File: src/rtl/io_mem_ctrl.sv
// Memory-mapped bit-addressable I/O: GPIO outputs, synchronised GPIO inputs,
// debounced switches with sticky W1C rising-edge flags and a registered read port.
module io_mem_ctrl #(
    parameter int DATA_W      = 24,
    parameter int ADDR_W      = 8,
    parameter int N_OUT       = 36,
    parameter int N_IN        = 36,
    parameter int N_SW        = 4,
    parameter int SYNC_STAGES = 2,
    parameter int DEBOUNCE    = 16
) (
    input  logic              clk,
    input  logic              rst,
    input  logic              we,
    input  logic              re,
    input  logic [ADDR_W-1:0] address,
    input  logic [DATA_W-1:0] data_in,
    input  logic [N_SW-1:0]   switches,
    input  logic [N_IN-1:0]   gpio_in,
    output logic [N_OUT-1:0]  gpio_out,
    output logic [DATA_W-1:0] data_out,
    output logic              rd_valid,
    output logic              edge_pending
);

    localparam int OB = 0;
    localparam int IB = OB + N_OUT;
    localparam int SB = IB + N_IN;
    localparam int EB = SB + N_SW;
    localparam int ST = EB + N_SW;

    localparam int CNT_W = (DEBOUNCE > 1) ? $clog2(DEBOUNCE) : 1;
    localparam logic [CNT_W-1:0] CNT_MAX = CNT_W'(DEBOUNCE - 1);

    generate
        if (longint'(ST) >= (longint'(1) << ADDR_W)) begin : g_addr_check
            $error("io_mem_ctrl: address map does not fit in ADDR_W bits");
        end
        if (SYNC_STAGES < 2) begin : g_sync_check
            $error("io_mem_ctrl: SYNC_STAGES must be at least 2");
        end
        if (DEBOUNCE < 1) begin : g_deb_check
            $error("io_mem_ctrl: DEBOUNCE must be at least 1");
        end
    endgenerate

    logic [N_IN-1:0]  gin_sync [SYNC_STAGES];
    logic [N_SW-1:0]  sw_sync  [SYNC_STAGES];
    logic [N_IN-1:0]  gin_s;
    logic [N_SW-1:0]  sw_s;

    logic [N_OUT-1:0] out_reg;
    logic [N_SW-1:0]  sw_db;
    logic [N_SW-1:0]  flags;
    logic [N_SW-1:0]  sw_tog;
    logic [N_SW-1:0]  sw_rise;
    logic [CNT_W-1:0] cnt [N_SW];
    logic             rd_bit;

    // Only data_in[0] carries write data; the rest of the bus is ignored.
    logic unused_data;
    assign unused_data = &{1'b0, data_in};

    always_ff @(posedge clk) begin
        if (rst) begin
            for (int s = 0; s < SYNC_STAGES; s++) begin
                gin_sync[s] <= '0;
                sw_sync[s]  <= '0;
            end
        end else begin
            gin_sync[0] <= gpio_in;
            sw_sync[0]  <= switches;
            for (int s = 1; s < SYNC_STAGES; s++) begin
                gin_sync[s] <= gin_sync[s-1];
                sw_sync[s]  <= sw_sync[s-1];
            end
        end
    end

    assign gin_s = gin_sync[SYNC_STAGES-1];
    assign sw_s  = sw_sync[SYNC_STAGES-1];

    always_comb begin
        sw_tog  = '0;
        sw_rise = '0;
        for (int i = 0; i < N_SW; i++) begin
            sw_tog[i]  = (sw_s[i] != sw_db[i]) && (cnt[i] == CNT_MAX);
            sw_rise[i] = sw_tog[i] & ~sw_db[i];
        end
    end

    // The counter only runs while the synchronised input disagrees with the
    // accepted state, so any glitch back to the old level restarts qualification.
    always_ff @(posedge clk) begin
        if (rst) begin
            sw_db <= '0;
            for (int i = 0; i < N_SW; i++) begin
                cnt[i] <= '0;
            end
        end else begin
            for (int i = 0; i < N_SW; i++) begin
                if (sw_s[i] == sw_db[i]) begin
                    cnt[i] <= '0;
                end else if (sw_tog[i]) begin
                    sw_db[i] <= ~sw_db[i];
                    cnt[i]   <= '0;
                end else begin
                    cnt[i] <= cnt[i] + CNT_W'(1);
                end
            end
        end
    end

    always_ff @(posedge clk) begin
        if (rst) begin
            out_reg <= '0;
            flags   <= '0;
        end else begin
            for (int i = 0; i < N_OUT; i++) begin
                if (we && address == ADDR_W'(OB + i)) begin
                    out_reg[i] <= data_in[0];
                end
            end
            // A new rising edge beats a simultaneous clear so no event is lost.
            for (int i = 0; i < N_SW; i++) begin
                if (sw_rise[i]) begin
                    flags[i] <= 1'b1;
                end else if (we && data_in[0] && address == ADDR_W'(EB + i)) begin
                    flags[i] <= 1'b0;
                end
            end
        end
    end

    always_comb begin
        rd_bit = 1'b0;
        for (int i = 0; i < N_OUT; i++) begin
            if (address == ADDR_W'(OB + i)) rd_bit = out_reg[i];
        end
        for (int i = 0; i < N_IN; i++) begin
            if (address == ADDR_W'(IB + i)) rd_bit = gin_s[i];
        end
        for (int i = 0; i < N_SW; i++) begin
            if (address == ADDR_W'(SB + i)) rd_bit = sw_db[i];
            if (address == ADDR_W'(EB + i)) rd_bit = flags[i];
        end
        if (address == ADDR_W'(ST)) rd_bit = edge_pending;
    end

    always_ff @(posedge clk) begin
        if (rst) begin
            data_out <= '0;
            rd_valid <= 1'b0;
        end else begin
            rd_valid <= re;
            if (re) begin
                data_out <= DATA_W'(rd_bit);
            end
        end
    end

    assign gpio_out     = out_reg;
    assign edge_pending = |flags;

endmodule

File: config.mk
export PLATFORM = sky130hd
export DESIGN_NAME = io_mem_ctrl
export DESIGN_NICKNAME = d
export VERILOG_FILES = /design/src/rtl/io_mem_ctrl.sv
export SDC_FILE = /design/constraint.sdc
export NUM_CORES = 1
export LEC_CHECK = 0
export CELL_PAD_IN_SITES_DETAIL_PLACEMENT = 0
export CELL_PAD_IN_SITES_GLOBAL_PLACEMENT = 1
export CORE_MARGIN = 2
export CORE_UTILIZATION = 38
export CTS_CLUSTER_SIZE = 12
export DETAILED_ROUTE_END_ITERATION = 10
export PLACE_DENSITY_LB_ADDON = 0.05
export SETUP_SLACK_MARGIN = 0.15
export SLEW_MARGIN = 10
export SYNTH_ARGS = -nofsm -noshare
export SYNTH_HDL_FRONTEND = slang
export SYNTH_SLANG_ARGS = --single-unit
File: constraint.sdc
create_clock -name clk -period 3.25 [get_ports clk]
set_input_delay 0.65 -clock clk [delete_from_list [all_inputs] [get_ports clk]]
set_output_delay 0.65 -clock clk [all_outputs]
set_load 0.005 [all_outputs]
==> flow_summary.yaml, run 1 <==
logic_synthesis:
  ys_ff_latch: 142
  ys.flop_type: "dfxtp_1"
  synth_edf_count: 16
  netlist_area_um2: 6340
  synth_warnings: 0
  syn_avg_cell_area_um2: 8.97
  netlist_instances: 707
  synthArstFlopShare: 0
  synth-seq-area-share: 0.474
  synthDistinctLibCells: 62
sta:
  fin_crit_ns: 2.76
  setup_viol: 0
  hold_viol: 0
  drv_slew: 0
  worst_pin_slew_ns: 0.853
  relSlewSlack: 0.431
  rsz0062_at_grt: "no"
  fin_skew_ns: 0.0116
  worst_slack_ns: 0.486
  post-route-period-util: 0.850
  max_clock_freq_ghz: 0.362
  setup_tns_ns: 0
final_layout:
  fillCellCount: 1531
  drive_gt1_frac: 0.118
  multi_input_area_um2: 3070
  ff_latch_area_um2: 3000
  area_growth_pct: 30.5
  fin_nets: 912
  num_antenna_cells: 0
min_path:
  hold_class: "reg2reg"
job:
  drv_cap: 0
power_and_ir_drop:
  irDropWorstVdd_mv: 0.347
  leakage_nw: 3.15
  power.density_nw_per_um2: 500
floorplan:
  rows: 47
  die_y_um: 133
  dieArea_um2: 17700
  initial_utilization: 0.385
  placeableCoreArea_um2: 16500
  die_w_um: 133
  ioPinCount: 138
clock_network:
  clkTransAtPathRegs_ns: 0.06
  cts_resized: 0
  htreeDepth: 4
  clk_latency_ns: 0.42
  cts_sinks: 142
  cts_tree: "done"
  postCtsSetupBuffers: 0
  clockBufferDepth: 2
  cts_hold_buf: 0
  clock-root-buffer: "clkbuf_16"
  cts-buffers-inserted: 17
grt:
  grt_start_max_net_pins: 90
  grt_pass1_vias: 5162
  overflow: 0
  antenna_found_initial: 0
  grt.total_usage: 0.209
  grt_pass1_wl_mm: 28.7
drt:
  routed_via_density: 5.05
  first_iter_violations: 356
  drc_errors: 0
  drt_pre_antenna_iters: 4
  dr_total_vias: 5380
  avgRoutedWirePerCell_um: 16.8
  wirelength_mm: 17.8
  detail-route-antenna-nets: 0
critical_path:
  worstSetupPathType: "in2reg"
  crit_required_ns: 3.55
  worstPathArrival_ns: 3.07
  crit_path_start_kind: "input pin"
  crit_fanout: 2
  cp-end-kind: "register"
placed_design:
  dpl.hpwl_mm: 13.1
  gp_congestion: 0.920
  port_buffers: 91
  dp_slack_ns: 0.0872
status:
  status: "completed"
[cells in the mapped netlist, types with 2 or more instances]
| master | number | area share |
|---|---|---|
| a32oi_1 | 3 | 0.0041 |
| and3_1 | 5 | 0.0049 |
| conb_1 | 2 | 0.0012 |
| edfxtp_1 | 16 | 0.076 |
| nand4_1 | 16 | 0.016 |
| a31oi_1 | 3 | 0.0030 |
| mux2_2 | 7 | 0.012 |
| o221ai_1 | 3 | 0.0041 |
| and2_0 | 2 | 0.0020 |
| or3b_2 | 4 | 0.0055 |
| xnor2_1 | 8 | 0.011 |
| and2_1 | 3 | 0.0030 |
| nor4b_2 | 2 | 0.0047 |
| dfxtp_1 | 126 | 0.40 |
| nand2b_1 | 9 | 0.0089 |
| or4_1 | 3 | 0.0036 |
| buf_2 | 8 | 0.0063 |
| o21a_1 | 3 | 0.0036 |
| nand3_1 | 30 | 0.024 |
| o211a_1 | 3 | 0.0047 |
| a211oi_1 | 4 | 0.0047 |
| xor2_1 | 4 | 0.0055 |
| o211ai_1 | 3 | 0.0036 |
| buf_4 | 23 | 0.027 |
| buf_1 | 3 | 0.0018 |
| a21o_1 | 2 | 0.0024 |
| and4_1 | 2 | 0.0028 |
| nor3b_1 | 2 | 0.0024 |
| mux2i_1 | 27 | 0.043 |
| o21ai_0 | 43 | 0.034 |
| o31ai_1 | 2 | 0.0024 |
| nor2_1 | 57 | 0.034 |
| nand3b_1 | 3 | 0.0036 |
| o221a_2 | 2 | 0.0036 |
| o22ai_1 | 9 | 0.0089 |
| a22oi_1 | 2 | 0.0024 |
| nand2_1 | 51 | 0.030 |
| clkbuf_1 | 37 | 0.022 |
| ha_1 | 4 | 0.0079 |
| nor3_1 | 6 | 0.0047 |
| inv_1 | 8 | 0.0047 |
| a21oi_1 | 48 | 0.038 |
| nor4_1 | 3 | 0.0030 |
| nor2b_1 | 88 | 0.087 |
[layout make-up]
cell class	instances	share of cell area
well taps	220	0.0333
multi-input cells	522	0.371
flip-flops and latches	142	0.363
inverters	8	0.00363
clock buffers	19	0.0549
clock inverters	13	0.0156
repair buffers	141	0.158
[flip-flops by register name, summed over array words and instances, names as in the netlist]
register and count:
gin_sync 72, sw_sync 8, data_out 1, flags 4, sw_db 4, cnt 16
gpio_out 36, rd_valid 1
[where the power goes]
group,internal [W],switching [W]
sequential,0.00183,0.0000201
clock,0.00112,0.000797
combinational,0.000173,0.000200
[critical path, stage by stage]
cell             delay [ns]
clkdlybuf4s50_1        0.48
or4_4                  0.56
or4_1                  0.48
a21boi_1               0.14
o31ai_1                0.09
a21oi_1                0.22
o211ai_1               0.16
a21oi_1                0.22
nor2_1                 0.06
[final timing paths]
path,from,to,slack (ns),depth (start not counted)
setup / recovery,address[5],data_out[0]$_SDFFE_PP0P_,0.49,9
hold / removal,gin_sync[0][5]$_SDFF_PP0_,gin_sync[0][41]$_SDFF_PP0_,0.43,1
setup reg to reg,flags[3]$_SDFFE_PP0P_,data_out[0]$_SDFFE_PP0P_,1.30,8
hold reg to reg,gin_sync[0][5]$_SDFF_PP0_,gin_sync[0][41]$_SDFF_PP0_,0.43,1
[placed cells by master (no fill, tap or decap), types with 7 or more instances in the layout]
master,netlist,final
inv_1,8,8
nor2_1,57,57
clkdlybuf4s50_1,0,90
nand2_1,51,51
a21oi_1,48,48
nor2b_1,88,88
conb_1,2,39
nand3_1,30,30
buf_4,23,49
o22ai_1,9,9
nand4_1,16,16
nand2b_1,9,9
mux2i_1,27,27
dfxtp_1,126,126
o21ai_0,43,43
edfxtp_1,16,16
mux2_2,7,7
clkbuf_16,0,18
xnor2_1,8,8
[routing by layer]
layer	part of all wire	up-vias	global-route usage
li1	-	2652	-
met4	0.034	0	0.101
met2	0.44	182	0.313
met1	0.47	2509	0.291
met5	0	-	0
met3	0.055	37	0.0422
[kinds of logic after synthesis]
| group | Yosys count | synth area share |
|---|---|---|
| mux | 34 | 0.0551 |
| other cells | 2 | 0.00118 |
| xor+xnor | 12 | 0.0166 |
| fa+ha+maj | 4 | 0.00790 |
| flops | 142 | 0.474 |
| compound gates | 143 | 0.137 |
| buf+inv | 80 | 0.0638 |
| simple gates | 290 | 0.244 |
[per-stage QoR]
stage               utilization  instances  hold WS, ns  total power, W  instance area, um2
CTS                       0.502       1065        0.437         0.00418                8270
finish                    0.502       1065        0.434         0.00413                8270
detailed placement        0.467       1033        0.423         0.00226                7690
floorplan                     -        744        0.414         0.00210                6480
global route              0.502       1065        0.451         0.00431                8270
global placement          0.467       1033        0.418         0.00226                7690
Power figures use the tool's default switching activity.
==> run 2: changes to the inputs <==
==> constraint.sdc (replaced) <==
create_clock -name clk -period 2.85 [get_ports clk]
set_input_delay 0.57 -clock clk [delete_from_list [all_inputs] [get_ports clk]]
set_output_delay 0.57 -clock clk [all_outputs]
set_load 0.005 [all_outputs]
==> run 2 against run 1 <==
  * Clock power rose by 18%
  * Setup slack got worse by 0.16 ns
  * Utilization rose by 0.87 points
  * Cell count rose by 1.1%
  * Clock skew fell by 0.0026 ns
  * Critical path depth did not move
  * Cell area rose by 1.7%
  * Sequential cell count did not move
  * First-iteration DRC count fell by 11%
  * Worst hold slack barely moved
==> flow_summary.yaml, run 2 (synthesis results as in run 1) <==
critical_path:
  cp_slowest_cell: "or4_4"
  path_common_cell: "a21oi_1"
  r2r_start: "flags[3]$_SDFFE_PP0P_"
  crit_path_start_kind: "input pin"
  path_cells: "clkdlybuf4s50_1, or4_4, or4_1, a21boi_1, o31ai_1, a21oi_1, o211ai_1, a21oi_1, nor2_1"
  worstPathArrival_ns: 2.84
  cp_top_family: "simple AND/OR/NAND/NOR gates"
  setup.worst_path.start: "address[5]"
  cp-end-kind: "register"
  max_stage_delay_ns: 0.55
  worstPathBufferInverterCount: 1
  crit_required_ns: 3.17
  crit_fanout: 2
  worstSetupPathType: "in2reg"
clock_network:
  postCtsSetupBuffers: 0
  cts_hold_buf: 0
  cts_tree: "done"
  cts_resized: 0
  htreeDepth: 4
  cts-buffers-inserted: 17
  clk_latency_ns: 0.42
  clockBufferDepth: 2
  clock-root-buffer: "clkbuf_16"
  cts_sinks: 142
  clkTransAtPathRegs_ns: 0.07
power_and_ir_drop:
  power.density_nw_per_um2: 570
  irDropWorstVdd_mv: 0.414
  leakage_nw: 3.24
placed_design:
  port_buffers: 91
  gp_congestion: 0.948
  dpl_cell_area_um2: 7820
  dp_slack_ns: -0.103
  dpl.hpwl_mm: 13.0
final_layout:
  layout_commonest_cell: "dfxtp_1"
  drive_gt1_frac: 0.132
  area_growth_pct: 32.7
  layout_common_cells: "dfxtp_1, clkdlybuf4s50_1, nor2b_1"
  num_antenna_cells: 0
  largest_reg_flops: 72
  top_register: "gin_sync"
  fin_nets: 924
  fillCellCount: 1562
  final_area_um2: 8410
drt:
  dr_total_vias: 5395
  drt_pre_antenna_iters: 5
  routed_via_density: 5.01
  avgRoutedWirePerCell_um: 16.4
  first_iter_violations: 318
  wirelength_mm: 17.7
  drc_errors: 0
  detail-route-antenna-nets: 0
sta:
  max_clock_freq_ghz: 0.397
  setup_viol: 0
  worst_slack_ns: 0.330
  worst_pin_slew_ns: 0.508
  fin_crit_ns: 2.52
  relSlewSlack: 0.660
  fin_skew_ns: 0.00892
  drv_slew: 0
  rsz0062_at_grt: "no"
  hold_viol: 0
  post-route-period-util: 0.884
grt:
  grt_pass1_vias: 5181
  overflow: 0
  grt_pass1_wl_mm: 27.9
  antenna_found_initial: 0
  grt_start_max_net_pins: 80
  grt.total_usage: 0.205
floorplan:
  ioPinCount: 138
  rows: 47
  die_y_um: 133
  placeableCoreArea_um2: 16500
  initial_utilization: 0.385
  dieArea_um2: 17700
  die_w_um: 133
job:
  drv_cap: 0
min_path:
  hold_class: "reg2reg"
  hp-start: "gin_sync[0][34]$_SDFF_PP0_"
status:
  status: "completed"
run 2: changes by cell type in the layout (fill, tap and decap cells not counted), sizes merged:
cell | previous run | this run
buf | 51 | 63
clkinvlp | 4 | 2
bufinv | 1 | 2
inv | 14 | 15
clkbuf | 19 | 17
clkinv | 2 | 4
run 2: per-layer routing:
metal	wire length (um)	global-route usage	up-vias
met4	539	0.0975	0
met2	7890	0.318	186
li1	-	-	2683
met3	930	0.0411	34
met5	0	0	-
met1	8320	0.275	2492
run 2: report_power, final:
| part | switching [W] | total, W | internal [W] |
|---|---|---|---|
| clock network | 0.000937 | 0.00225 | 0.00132 |
| registers | 0.0000228 | 0.00211 | 0.00209 |
| logic | 0.000228 | 0.000438 | 0.000210 |
run 2: final timing paths:
| kind | end | cells after the start | slack, ns |
|---|---|---|---|
| max reg2reg | data_out[0]$_SDFFE_PP0P_ | 7 | 0.99 |
| min | gin_sync[0][70]$_SDFF_PP0_ | 1 | 0.43 |
| max | data_out[0]$_SDFFE_PP0P_ | 9 | 0.33 |
| min reg2reg | gin_sync[0][70]$_SDFF_PP0_ | 1 | 0.43 |
run 2: cell type report:
class                           instances  area, um2  share of cell area
Tap cell                              220        275              0.0327
Inverter                                8       30.0             0.00357
Clock inverter                         15        173              0.0205
Clock buffer                           17        425              0.0506
Sequential cell                       142       3000               0.357
Timing Repair Buffer                  153       1440               0.171
Multi-Input combinational cell        522       3070               0.365
run 2: worst register-to-register path: stages (launching register included):
cell and delay, ns:
dfxtp_1 0.32, or4_1 0.59, nand3_1 0.12, a21oi_1 0.07, a211oi_1 0.33, nand4_1 0.14, a21oi_1 0.14, nor2_1 0.05
run 2: per-stage QoR:
stage,setup TNS (ns),utilization,instances,hold WS [ns],total power (W)
2_1_floorplan,0,-,744,0.414,0.00240
3_3_place_gp,-0.0879,0.475,1045,0.418,0.00259
5_1_grt,0,0.511,1077,0.451,0.00498
4_1_cts,0,0.511,1077,0.438,0.00485
3_5_place_dp,-0.103,0.475,1045,0.424,0.00259
6_report,0,0.511,1077,0.434,0.00480
